===== src/rtl/bp_me_l2_bank_steer.sv =====
// Steers single-beat memory commands to one of num_banks_p L2 bank ports and returns
// bank responses in command order. Define BP_ME_L2_BANK_HASH_EN for XOR-folded bank select.
module bp_me_l2_bank_steer #(
  parameter int num_banks_p    = 4,
  parameter int paddr_width_p  = 40,
  parameter int data_width_p   = 64,
  parameter int block_offset_p = 6,
  parameter int tag_width_p    = 8,
  parameter int order_els_p    = 8
) (
  input  logic                                  clk_i,
  input  logic                                  reset_n_i,
  input  logic [paddr_width_p-1:0]              cmd_addr_i,
  input  logic                                  cmd_wr_i,
  input  logic [data_width_p-1:0]               cmd_data_i,
  input  logic [data_width_p/8-1:0]             cmd_mask_i,
  input  logic [tag_width_p-1:0]                cmd_tag_i,
  input  logic                                  cmd_v_i,
  output logic                                  cmd_ready_and_o,
  output logic [num_banks_p*paddr_width_p-1:0]  bank_addr_o,
  output logic [num_banks_p-1:0]                bank_wr_o,
  output logic [num_banks_p*data_width_p-1:0]   bank_data_o,
  output logic [num_banks_p*data_width_p/8-1:0] bank_mask_o,
  output logic [num_banks_p-1:0]                bank_v_o,
  input  logic [num_banks_p-1:0]                bank_ready_and_i,
  input  logic [num_banks_p*data_width_p-1:0]   bank_data_i,
  input  logic [num_banks_p-1:0]                bank_v_i,
  output logic [num_banks_p-1:0]                bank_yumi_o,
  output logic [data_width_p-1:0]               resp_data_o,
  output logic [tag_width_p-1:0]                resp_tag_o,
  output logic                                  resp_wr_o,
  output logic                                  resp_v_o,
  input  logic                                  resp_ready_and_i,
  output logic [$clog2(order_els_p):0]          outstanding_o
);

  localparam int lg_banks_lp  = $clog2(num_banks_p);
  localparam int ptr_width_lp = $clog2(order_els_p);
  localparam int cnt_width_lp = ptr_width_lp + 1;

  // Handshakes: a transfer happens on the rising edge where valid and ready are both
  // high. Command and response valids never depend on their own ready; bank yumi is
  // a consume strobe asserted only while the addressed bank presents valid.

  typedef struct packed {
    logic [lg_banks_lp-1:0] bank;
    logic [tag_width_p-1:0] tag;
    logic                   wr;
  } order_entry_t;

  order_entry_t            order_mem_q [order_els_p];
  logic [ptr_width_lp-1:0] wr_ptr_q, wr_ptr_d;
  logic [ptr_width_lp-1:0] rd_ptr_q, rd_ptr_d;
  logic [cnt_width_lp-1:0] count_q, count_d;

  logic [lg_banks_lp-1:0]  sel;
  logic                    full, empty;
  logic                    push, pop;
  order_entry_t            head;
  order_entry_t            push_entry;
  logic [data_width_p-1:0] bank_data_arr [num_banks_p];

`ifdef BP_ME_L2_BANK_HASH_EN
  assign sel = cmd_addr_i[block_offset_p +: lg_banks_lp]
             ^ cmd_addr_i[block_offset_p+lg_banks_lp +: lg_banks_lp];
`else
  assign sel = cmd_addr_i[block_offset_p +: lg_banks_lp];
`endif

  assign full  = (count_q == cnt_width_lp'(order_els_p));
  assign empty = (count_q == '0);

  // Command path: pure fan-out, the selected bank's ready gates acceptance.
  assign bank_addr_o     = {num_banks_p{cmd_addr_i}};
  assign bank_wr_o       = {num_banks_p{cmd_wr_i}};
  assign bank_data_o     = {num_banks_p{cmd_data_i}};
  assign bank_mask_o     = {num_banks_p{cmd_mask_i}};
  assign cmd_ready_and_o = bank_ready_and_i[sel] & ~full;
  assign push            = cmd_v_i & cmd_ready_and_o;

  assign push_entry.bank = sel;
  assign push_entry.tag  = cmd_tag_i;
  assign push_entry.wr   = cmd_wr_i;

  for (genvar g = 0; g < num_banks_p; g++) begin : g_unpack
    assign bank_data_arr[g] = bank_data_i[g*data_width_p +: data_width_p];
  end

  // Only the bank at the head of the order FIFO may hand back a response.
  assign head        = order_mem_q[rd_ptr_q];
  assign resp_v_o    = ~empty & bank_v_i[head.bank];
  assign resp_data_o = bank_data_arr[head.bank];
  assign resp_tag_o  = head.tag;
  assign resp_wr_o   = head.wr;
  assign pop         = resp_v_o & resp_ready_and_i;

  assign outstanding_o = count_q;

  always_comb begin
    bank_v_o    = '0;
    bank_yumi_o = '0;
    for (int b = 0; b < num_banks_p; b++) begin
      bank_v_o[b]    = cmd_v_i & ~full & (sel == lg_banks_lp'(b));
      bank_yumi_o[b] = pop & (head.bank == lg_banks_lp'(b));
    end
  end

  always_comb begin
    wr_ptr_d = wr_ptr_q;
    rd_ptr_d = rd_ptr_q;
    count_d  = count_q;
    if (push) wr_ptr_d = wr_ptr_q + ptr_width_lp'(1);
    if (pop)  rd_ptr_d = rd_ptr_q + ptr_width_lp'(1);
    case ({push, pop})
      2'b10:   count_d = count_q + cnt_width_lp'(1);
      2'b01:   count_d = count_q - cnt_width_lp'(1);
      default: count_d = count_q;
    endcase
  end

  always_ff @(posedge clk_i or negedge reset_n_i) begin
    if (!reset_n_i) begin
      wr_ptr_q <= '0;
      rd_ptr_q <= '0;
      count_q  <= '0;
    end else begin
      wr_ptr_q <= wr_ptr_d;
      rd_ptr_q <= rd_ptr_d;
      count_q  <= count_d;
    end
  end

  // Entries are cleared too so the head fields are never unknown while empty.
  always_ff @(posedge clk_i or negedge reset_n_i) begin
    if (!reset_n_i) begin
      for (int i = 0; i < order_els_p; i++) order_mem_q[i] <= '0;
    end else if (push) begin
      order_mem_q[wr_ptr_q] <= push_entry;
    end
  end

  a_no_bank_resp_when_empty: assert property (
    @(posedge clk_i) disable iff (!reset_n_i) empty |-> (bank_v_i == '0));

  a_no_push_when_full: assert property (
    @(posedge clk_i) disable iff (!reset_n_i) full |-> !push);

endmodule


===== config.mk =====
export PLATFORM = sky130hd
export DESIGN_NAME = bp_me_l2_bank_steer
export DESIGN_NICKNAME = d
export VERILOG_FILES = /design/src/rtl/bp_me_l2_bank_steer.sv
export SDC_FILE = /design/constraint.sdc
export NUM_CORES = 1
export LEC_CHECK = 0
export BUFFER_PORTS_ARGS = -buffer_cell sky130_fd_sc_hd__buf_2
export CORE_AREA = 2 2 364 366
export CTS_CLUSTER_DIAMETER = 80
export DETAILED_ROUTE_END_ITERATION = 8
export DIE_AREA = 0 0 366 368
export GPL_ROUTABILITY_DRIVEN = 1
export SLEW_MARGIN = 20
export SYNTH_ARGS = -nofsm -noshare
export SYNTH_HDL_FRONTEND = slang
export SYNTH_SLANG_ARGS = --single-unit

===== constraint.sdc =====
create_clock -name clk_i -period 3.96 [get_ports clk_i]
set_input_delay 0.594 -clock clk_i [delete_from_list [all_inputs] [get_ports clk_i]]
set_output_delay 0.594 -clock clk_i [all_outputs]
set_load 0.03 [all_outputs]

Word-level counts from Yosys, hierarchy flattened
Index checks and enable logic that the tools add are counted.

Flip-flop bits (word level): 98. Input port bits: 389. Output and inout port bits: 539. Logic and storage cells: 83.

Add/sub/neg operators: 4. $lt $le $gt $ge: 6. Equal/unequal tests: 9. Mux-type cells: 14. Bitwise gates (word level): 18. Reductions and logical operators: 5.

Operator list (count): 64-bit binary-select mux with 2-bit select (1); 64-bit two-way mux (2); 88-bit bitwise mux (1); 11-bit binary-select mux with 3-bit select (1); 11-bit demux with 3-bit select (1); 11-bit two-way mux (3); 1-bit bitwise AND (13); 2-bit equality test, second input constant (5); 4-bit greater-or-equal comparator, second input constant (2); 3-bit inverter with 4-bit output (2); 4-bit case mux with 2 select lines (1); 3-bit by 1-bit adder with 3-bit output, second input constant (2); 2-bit by 1-bit equality test with 1-bit output, second input constant (3); 2-bit by 3-bit < comparator with 1-bit output, second input constant (2); 4-bit by 1-bit adder with 4-bit output, second input constant (1); 1-bit binary-select mux with 2-bit select (2); 4-bit equality test, second input constant (1); 2-bit zero test (2); 4-bit zero test (1); 4-bit by 1-bit < comparator with 1-bit output, second input constant (1); 4-bit by 1-bit subtractor with 4-bit output, second input constant (1); 3-bit greater-or-equal comparator, second input constant (1); 2-bit inverter with 3-bit output (1); 1-bit two-way mux (2); 3 further kinds (4).

Depth between registers and ports, before layout
Word-level depth: 10. Gate-level depth with buffers: 15. Gate-level depth less buffers: 13.

Least setup slack after synthesis
Ideal clock, no wire load.

Path type: register to register. Start point: reg rd_ptr_q[0]. End point: reg count_q[3], in the netlist outstanding_o[3]. Setup time: 122 ps. Arrival: 2934 ps. Required time: 3838 ps. Path slack: 904 ps. Cell stages (with the launch flop): 16. Buffers on the path: 2. Period minus slack after synthesis: 3056 ps. Cell sequence: dfrtp_1 > buf_4 > mux2i_1 > mux4_2 > buf_4 > mux2i_1 > mux2_2 > or2_4 > inv_1 > ha_1 > ha_1 > a21o_1 > a21oi_1 > xnor2_1 > nor2_1 > xnor2_1.

Cells in the longest elaborated chain, start to end: 10. Elaborated cells on any way between the ends: 12. Classes of those cells: 2 x eq/ne; 6 x mux; 3 x bitwise; 1 x reduce/logical.

RTL lines: start, declared (line 53) `logic [ptr_width_lp-1:0] rd_ptr_q, rd_ptr_d;`; start signal, assigned (line 128) `rd_ptr_q <= rd_ptr_d;`; 3-bit inverter with 4-bit output (not written as such) * (line 90) `assign head = order_mem_q[rd_ptr_q];`; 11-bit binary-select mux with 3-bit select * (line 90); 11-bit two-way mux (not written as such) * (2 in series) (line 90); 1-bit binary-select mux with 2-bit select * (line 91) `assign resp_v_o = ~empty & bank_v_i[head.bank];`; 1-bit two-way mux (not written as such) * (line 91); 1-bit bitwise AND * (line 91); 1-bit bitwise AND * (line 95) `assign pop = resp_v_o & resp_ready_and_i;`; via pop (line 58) `logic push, pop;`; 2-bit by 1-bit equality test with 1-bit output or 2-bit equality test (tied branches) (line 114) `case ({push, pop})`; 4-bit case mux with 2 select lines or 2-bit nonzero test (tied branches); end signal, assigned (line 129) `count_q <= count_d;`; end, declared (line 54) `logic [cnt_width_lp-1:0] count_q, count_d;`.

Mark *: on every way through the listed nets, which the timed path passes. The rest lies on a longest branch. The select of a mux whose other input is x is not followed. A chain may end at the register's enable or synchronous reset.

Worst setup path after layout
Start point: reg rd_ptr_q[0]. End point: out resp_data_o[28].

Cells in the longest elaborated chain, start to end: 8.

RTL lines: 3-bit inverter with 4-bit output (not written as such) (line 90); 11-bit binary-select mux with 3-bit select (line 90); 11-bit two-way mux (not written as such) (2 in series) (line 90); 2-bit inverter with 3-bit output (not written as such) (line 92) `assign resp_data_o = bank_data_arr[head.bank];`; 64-bit binary-select mux with 2-bit select (line 92); 64-bit two-way mux (not written as such) (2 in series) (line 92); end, declared (line 29) `output logic [data_width_p-1:0] resp_data_o,`.

Every way passes these cells. The select of a mux whose other input is x is not followed.

==> impl_results.md <==
- Status: complete, no violations
- Synth top area share: 34.7%
- Sequential share of the synthesized area: 24.5%
- FFs w/ async S/R, synth: 100%
- Synth top area cells: buf_4 35%, dfrtp_1 25%, mux2_2 11%
- Period utilization: 96.1%
- Vias: 7488
- Final Slew Violations: 0
- Hold Violations, Final: 0
- Sw Ratio: 57.5%
- WP data required: 3.37 ns
- Clock Skew: 0.00733 ns
- Root buf cell: clkbuf_16
- Deepest clock path buffer count: 2
- Min Tclk post-route: 3.81 ns
- Ys Warns: 0
- Cell Int Power: 0.00712 W
- Crit. End Element: output pin
- Clk_lat worst skew: 0.34 ns
- Synthesized area: 10000 um2
- Rel. slew slack: 53.5%
- NumNets Final: 1417
- Worst r2r src: rd_ptr_q[0]
- Worst hold path class: in -> async
- Routed length per instance: 23.5 um
- GR Overflow Total: 0
- NetSw: 0.00965 W
- CTS tree: built
- # IOs: 928
- P_leak: 4.68 nW
- Cell mode on critical path: buf_12
- Routed Antenna Nets: 0
- Chip Width: 366 um
- Startpoint class of the critical path: flop
- Global-route wire length before repair: 81.8 mm
- RSZ-0062 raised after global routing: no
- Post-DP HPWL: 58.5 mm
- Fmax: 263 MHz
- DRT Wirelength: 65.7 mm
- Vias in the first global route: 7743
- Buf+Inv Stages, Crit Path: 2
- Critical path's slowest cell: mux4_2
- Worst path max stage delay: 0.60 ns
- Initial Util: 7.65%
- Antenna violations before repair: 22
- Setup TNS: 0 ns
- Unique masters post-synth: 36
- Slew @ Worst Pin: 0.690 ns
- Share of layout cells above drive strength 1: 53.8%
- Leading area contributor after synthesis: buf_4
- GPL Wtd Cong: 0.852
- Max Cap Viol: 0
- Clock Sinks: 98
- CP Cell Sequence: mux4_2 -> mux2_8 -> buf_12 -> a211oi_1 -> a31oi_2 -> buf_12
- Power Dens Cells: 1440 nW/um2
- Largest net degree at the start of global routing: 131
- Row count: 133
- GRT Resource Usage Total: 9.36%
- Worst R2R End: outstanding_o[3]
- Reg2reg setup slack: 0.62 ns
- Vias per cell: 2.68
- Port Buffers: 377
- Depth of the CTS H-tree: 3
- CTS Buf Count: 9
- Gate count of the mapped netlist: 1117
- Post-Synthesis Net Count: 1512
- Setup violators final: 0
- Drt pass-1 iters: 5
- Core area: 131000 um2
- Reg2reg path depth: 13
- Worst slack at placement: 0.194 ns
- DRT iter0 DRCs: 418
- Crit Path Max Fanout: 73
- Top delay family on crit path: multiplexers
- Worst setup margin: 0.154 ns
- Max IR drop VDD: 0.804 mV
- Gate power share: 83.7%
- Post-synth EDFFs: 0
- # fillers: 15300
- Area growth syn-to-layout: 16.5%
- Clk pwr share: 5.6%
- CTS clock-pin slew for the worst setup and hold paths: 0.06 ns
- Arr. time, crit path: 3.21 ns
- Total die area: 135000 um2
- Part of the power in registers: 10.7%
- Prevailing post-synth register cell: dfrtp_1
- Die H: 368 um
- Syn Area/Cell: 8.95 um2
- Flops & latches, synth: 98
- # DRC: 0
- Crit path kind: reg -> out
-- flip-flops by register name, indices dropped and copies added (netlist names) --
| register | cells |
|---|---|
| rd_ptr_q | 3 |
| outstanding_o | 4 |
| order_mem_q | 88 |
| wr_ptr_q | 3 |
-- power groups by stage --
| stage | Combinational (W) | Clock [W] | Sequential [W] |
|---|---|---|---|
| floorplan | 0.00750 | 0 | 0.00173 |
| global placement | 0.0149 | 0 | 0.00178 |
| detailed placement | 0.0149 | 0 | 0.00181 |
| CTS | 0.0150 | 0.000963 | 0.00179 |
| global route | 0.0159 | 0.00101 | 0.00185 |
| finish | 0.0140 | 0.000946 | 0.00179 |
-- final cells by class --
cell class	instances	area, um2	share of cell area (%)
Inverter	6	22.5	0.193
Timing Repair Buffer	405	2720	23.3
Multi-Input combinational cell	502	3910	33.5
Clock inverter	6	90.1	0.773
Tap cell	1755	2200	18.9
Clock buffer	10	239	2.05
Sequential cell	98	2450	21.1
Antenna cell	10	25.0	0.215
-- kinds of logic after synthesis --
group                    synth area share [%]
AND/OR/NAND/NOR                          10.4
AO/OA/AOI/OAI                            9.31
buffers and inverters                    37.0
multiplexers                             17.2
XOR/XNOR                                0.701
flip-flops                               24.5
adder cells (fa/ha/maj)                 0.826
-- how the worst max path moves through the flow --
| stage | startpoint | endpoint | slack [ns] | cells past startpoint |
|---|---|---|---|---|
| final | rd_ptr_q[0] | resp_data_o[28] | 0.15 | 6 |
| after global routing | rd_ptr_q[0] | resp_data_o[31] | 0.06 | 7 |
| after CTS | rd_ptr_q[0] | resp_data_o[9] | 0.05 | 7 |
| after detailed placement | rd_ptr_q[0] | resp_data_o[44] | 0.19 | 6 |
| after global placement | rd_ptr_q[0] | resp_data_o[44] | 0.24 | 6 |
| after floorplan | rd_ptr_q[0] | outstanding_o[3] | 0.90 | 15 |
-- placed cells by master, fill, tap and decap left out, types with 3 or more instances in the layout --
cell type   Yosys  routed
buf_2          17     338
nand2_1       132     132
mux2_2        100      99
dfrtp_1        98      97
and2_1         64      64
a211oi_1       64      62
a31oi_1        64      61
buf_12          0      40
buf_4         462      26
mux4_2         22      21
diode_2         0      10
clkbuf_16       0       9
mux2i_1         7       7
inv_1           6       6
nor2_1          6       6
and3_1          6       6
nor3_1          5       5
xnor2_1         5       5
ha_1            5       5
clkinvlp_4      0       4
a31oi_2         0       3
xor2_1          3       3
-- cells in the mapped netlist, types with 6 or more instances --
cell type,number
a211oi_1,64
mux4_2,22
mux2_2,100
inv_1,6
and2_1,64
dfrtp_1,98
a31oi_1,64
buf_2,17
nor2_1,6
and3_1,6
mux2i_1,7
buf_4,462
nand2_1,132
clkbuf_1,31
-- what timing repair did --
item,in CTS,in global routing
pin swaps,0,0
endpoints found under the setup margin,7,2
gates resized for setup,4,3
setup buffers,0,0
hold buffers,0,0
-- per-stage QoR --
step | instances | power, W | cell area (um2) | hold WS (ns) | util, %
final | 2792 | 0.0168 | 11600 | 0.250 | 8.90
after global routing | 2788 | 0.0187 | 11600 | 0.292 | 8.90
after CTS | 2782 | 0.0177 | 11600 | 0.267 | 8.87
after detailed placement | 2766 | 0.0167 | 11300 | 0.491 | 8.61
after global placement | 2766 | 0.0166 | 11200 | 0.483 | 8.60
after floorplan | 1117 | 0.00923 | 10000 | 0.298 | -
-- layer usage --
layer  global-route usage, %  routed length (um)
met1                    7.56               18100
met2                    13.5               26700
met3                    11.5               17800
met4                    3.42                2790
met5                    1.39                 282
-- worst reg2reg max path: stages (launching register included) --
cell     delay [ns]
dfrtp_2        0.51
mux2i_1        0.16
mux4_4         0.67
mux2i_1        0.16
mux2_2         0.31
or2_4          0.26
inv_1          0.06
ha_1           0.18
ha_1           0.24
a21o_1         0.18
a21oi_1        0.18
xnor2_1        0.14
nor2_1         0.06
xnor2_1        0.13
No activity file was read; power rests on OpenSTA's default activity.
